$ cat src/rtl/mult_8x8_e_1111.sv
// 8x8 unsigned nibble-decomposed multiplier. Each 4x4 sub-product can be exact
// or approximate; the approximate form ORs the weight-2 column and drops its carry.
module mult_8x8_e_1111 #(
    parameter logic [3:0] APPROX_CFG = 4'b1111
) (
    input  logic        clk,
    input  logic        rst,
    input  logic        in_valid,
    input  logic [7:0]  A,
    input  logic [7:0]  B,
    output logic        out_valid,
    output logic [15:0] R
);

    function automatic logic [7:0] approx_mul4(input logic [3:0] x, input logic [3:0] y);
        logic [7:0] acc;
        acc = 8'd0;
        for (int i = 0; i < 4; i++) begin
            for (int j = 0; j < 4; j++) begin
                if (i + j >= 2)
                    acc = acc + (8'(x[i] & y[j]) << (i + j));
            end
        end
        acc = acc + {6'd0, (x[1] & y[0]) | (x[0] & y[1]), x[0] & y[0]};
        return acc;
    endfunction

    function automatic logic [7:0] exact_mul4(input logic [3:0] x, input logic [3:0] y);
        return {4'd0, x} * {4'd0, y};
    endfunction

    function automatic logic [7:0] sub_mul4(input logic [3:0] x, input logic [3:0] y,
                                            input logic approx);
        return approx ? approx_mul4(x, y) : exact_mul4(x, y);
    endfunction

    logic [7:0]  p_ll_p0, p_lh_p0, p_hl_p0, p_hh_p0;
    logic [15:0] s_p0;

    always_comb begin
        p_ll_p0 = sub_mul4(A[3:0], B[3:0], APPROX_CFG[0]);
        p_lh_p0 = sub_mul4(A[3:0], B[7:4], APPROX_CFG[1]);
        p_hl_p0 = sub_mul4(A[7:4], B[3:0], APPROX_CFG[2]);
        p_hh_p0 = sub_mul4(A[7:4], B[7:4], APPROX_CFG[3]);
        s_p0    = {8'd0, p_ll_p0}
                + {4'd0, p_lh_p0, 4'd0}
                + {4'd0, p_hl_p0, 4'd0}
                + {p_hh_p0, 8'd0};
    end

    // p0 -> p1: single output register; R holds while no new operands arrive
    always_ff @(posedge clk) begin
        if (rst) begin
            out_valid <= 1'b0;
            R         <= 16'h0000;
        end else begin
            out_valid <= in_valid;
            if (in_valid)
                R <= s_p0;
        end
    end

endmodule

$ cat config.mk
export PLATFORM = sky130hd
export DESIGN_NAME = mult_8x8_e_1111
export DESIGN_NICKNAME = d
export VERILOG_FILES = /design/src/rtl/mult_8x8_e_1111.sv
export SDC_FILE = /design/constraint.sdc
export NUM_CORES = 1
export LEC_CHECK = 0
export ABC_AREA = 1
export ABC_CLOCK_PERIOD_IN_PS = 4360
export BUFFER_PORTS_ARGS = -buffer_cell sky130_fd_sc_hd__buf_2
export CAP_MARGIN = 20
export CORE_AREA = 2 2 84 86
export DETAILED_ROUTE_END_ITERATION = 6
export DIE_AREA = 0 0 86 88
export PLACE_DENSITY = 0.71
export SLEW_MARGIN = 0
export SYNTH_ARGS = -nofsm -noshare
export SYNTH_HDL_FRONTEND = slang
export SYNTH_SLANG_ARGS = --single-unit
$ cat constraint.sdc
create_clock -name clk -period 4.36 [get_ports clk]
set_input_delay 0.436 -clock clk [delete_from_list [all_inputs] [get_ports clk]]
set_output_delay 0.436 -clock clk [all_outputs]
set_load 0.01 [all_outputs]
==> flow_metrics.tcl <==
set metrics [dict create \
    outcome "finished, violations left" \
    violations "negative setup slack" \
    period_share 1.01 \
    fin_hold_ws_ps 465 \
    cp_slowest_cell "fa_1" \
    r2r-end "R[1]" \
    hold_path_end "R[5]" \
    drtIter0Drc 87 \
    synth.area.top_cells "ha_1, fa_1, nand2_1" \
    fin_crit_ps 4400 \
    ys_top_cells_by_count "nand2_1, inv_1, ha_1" \
    place_area_mm2 0.00339 \
    irDropWorstVdd_mv 0.227 \
    worstSetupStartpointType "primary input" \
    wl_per_cell_um 11.4 \
    core_mm2 0.00664 \
    cts_sinks 17 \
    diodes 0 \
    fin_ws_ps -37.0 \
    rrSetupSlack_ps 3680 \
    grt-busiest-layer "met2" \
    area.growth.synth_to_final_pct 28.1 \
    synth_seq_cells 17 \
    synth-compound-area-share 0.0551 \
    grt.total_usage 0.166 \
    hold_viol 0 \
    dpl.hpwl_mm 5.29 \
    finalInstanceArea_mm2 0.00369 \
    dpl.cell_count 552 \
    clkTransAtPathRegs_ps 60 \
    critPathKind "primary input to flop" \
    worstSetupEndpointType "flop" \
    initial_utilization 0.434 \
    power_mw 1.56 \
    synthSimpleGateAreaFrac 0.257 \
    routabilityCongestion 0.894 \
    grt_pass1_vias 2401 \
    root_buffer "clkbuf_8" \
    crit_fanout 4 \
    dieArea_mm2 0.00757 \
    crit_top_cell "nand2_1" \
    synth_top_family_by_area "adder cells" \
    setup-tns-final_ps -103 \
    slew_violations 0 \
    synth_cell_type_count 31 \
    drcViolationCount 0 \
    r2r_cells 4 \
    max_freq_mhz 227 \
    ant_nets 0 \
    cts_tree "built" \
    synth_edf_count 0 \
    synth_area_mm2 0.00289 \
    antenna_found_initial 0 \
    syn_avg_cell_area_um2 6.89 \
    crit_required_ps 4520 \
    pin_count 36 \
    hp-class "flop to flop" \
    cap_violations 0 \
    die_h_um 88 \
    power.density_mw_per_mm2 421 \
    use_met1 0.224 \
    leakage_nw 2.21 \
    final_util 0.556 \
    path_cells "buf_8 -> nand2_4 -> inv_2 -> fa_1 -> fa_2 -> ha_4 -> inv_2 -> fa_2 -> fa_2 -> o21ai_2 -> nand2_1 -> nor2_2 -> xnor2_2 -> fa_1 -> ha_4 -> a21oi_4 -> nand2_2 -> nand2_2 -> nand2_1 -> nand2_1 -> nand3_2 -> nand2_1 -> inv_1" \
    synthXorXnorAreaFrac 0.0425 \
    die_x_um 86 \
    grt_max_degree 25 \
    finalWirelength_mm 6.39 \
    yosys.cell_count.top_type "nand2_1" \
    ys_async_sr_fraction 0 \
    synthAdderAreaFrac 0.380 \
    critPathArrivalTime_ps 4550 \
    final_cell_count_no_fill 560 \
    grt-ovfl-total 0 \
    vias 2685 \
    synthCells 419 \
    met2_usage 0.285 \
    worst_pin_slew_ps 433 \
    first_pass_iters 5 \
    vias_per_cell 4.79 \
    yosysSeqAreaShare 0.118 \
    min_path_cells 2 \
    yosys.area.top_type "ha_1" \
    finish.net_count 572 \
    place_ws_ps -303 \
    ys_warn_count 0 \
    slowest_delay_ps 500 \
    synth_top_area_frac 0.199 \
    synth.area.mux_share 0 \
    hp-start "R[5]" \
    rsz0062_at_grt "true" \
    finalSetupViolCount 4 \
    grt_pass1_wl_mm 10.2 \
    gr-usage-met3 0.00848 \
    relSlewSlack 0.712 \
    synth_nets 510 \
    insertion_delay_ps 250 \
    final_layout_size_suffix_gt1_frac 0.260 \
    h-tree-depth 1 \
    fp-row-count 30 \
    synth_ff_type "dfxtp_1" \
    cts_buffers 3 \
    io_buffers 35 \
    regToRegStartpoint "R[1]" \
    cts_buffer_depth 2 \
    skew_ps 0 \
]
[metal layers]
metal	up-vias	share of wire
li1	1379	-
met1	1252	0.46
met2	45	0.49
met3	9	0.035
met4	0	0.017
met5	-	0
[state kept, by name (all words and copies together) (netlist names)]
register,cells
R,16
out_valid,1
[worst max-delay path by stage]
stage | slack [ps] | cells after the start | from | endpoint
floorplan | -60 | 24 | A[2] | R[13]
global placement | -240 | 24 | B[1] | R[13]
detailed placement | -300 | 24 | B[1] | R[13]
CTS | 0.7 | 24 | B[1] | R[13]
global route | -240 | 25 | A[0] | R[15]
finish | -40 | 23 | A[0] | R[15]
[area by class of cell]
type,count,area [um2]
Timing Repair Buffer,70,475
Inverter,97,364
Fill cell,613,2950
Clock buffer,4,45.0
Multi-Input combinational cell,292,2370
Sequential cell,17,340
Tap cell,80,100
[logic make-up after synthesis]
group / after synthesis
AOI/OAI and AO/OA: 28
DFF: 17
buffers and inverters: 110
and+or+nand+nor: 178
adders and majority gates: 72
xor gates and xnor gates: 14
[worst max-delay path, delay by kind of cell]
family	cells	cell delay, ps
and+or+nand+nor	9	760
adders and majority gates	7	2710
xor gates and xnor gates	1	130
AOI/OAI and AO/OA	2	310
buffers and inverters	4	230
[cells in the final DEF (no fill, tap or decap), types with 6 or more instances in the layout]
master	count
nand3_2	6
inv_1	91
nand3_1	17
xor2_1	6
a21oi_1	13
buf_2	29
nand2_2	11
ha_1	37
fa_1	23
ha_4	9
nor2_1	25
nand2_1	105
buf_4	36
dfxtp_1	17
[repair_timing]
action | in CTS | in global routing
endpoints found under the setup margin | 3 | 8
pin swaps | 1 | 37
gates resized for setup | 1 | 50
hold buffers | 0 | 0
buffers inserted | 0 | 4
[power breakdown]
part | internal (mW) | switching [mW] | total (mW)
Sequential | 0.190 | 0.0142 | 0.204
Combinational | 0.592 | 0.643 | 1.23
Clock | 0.0649 | 0.0519 | 0.117
Total | 0.847 | 0.709 | 1.56
Note: power is estimated with default switching activity, not from simulation.
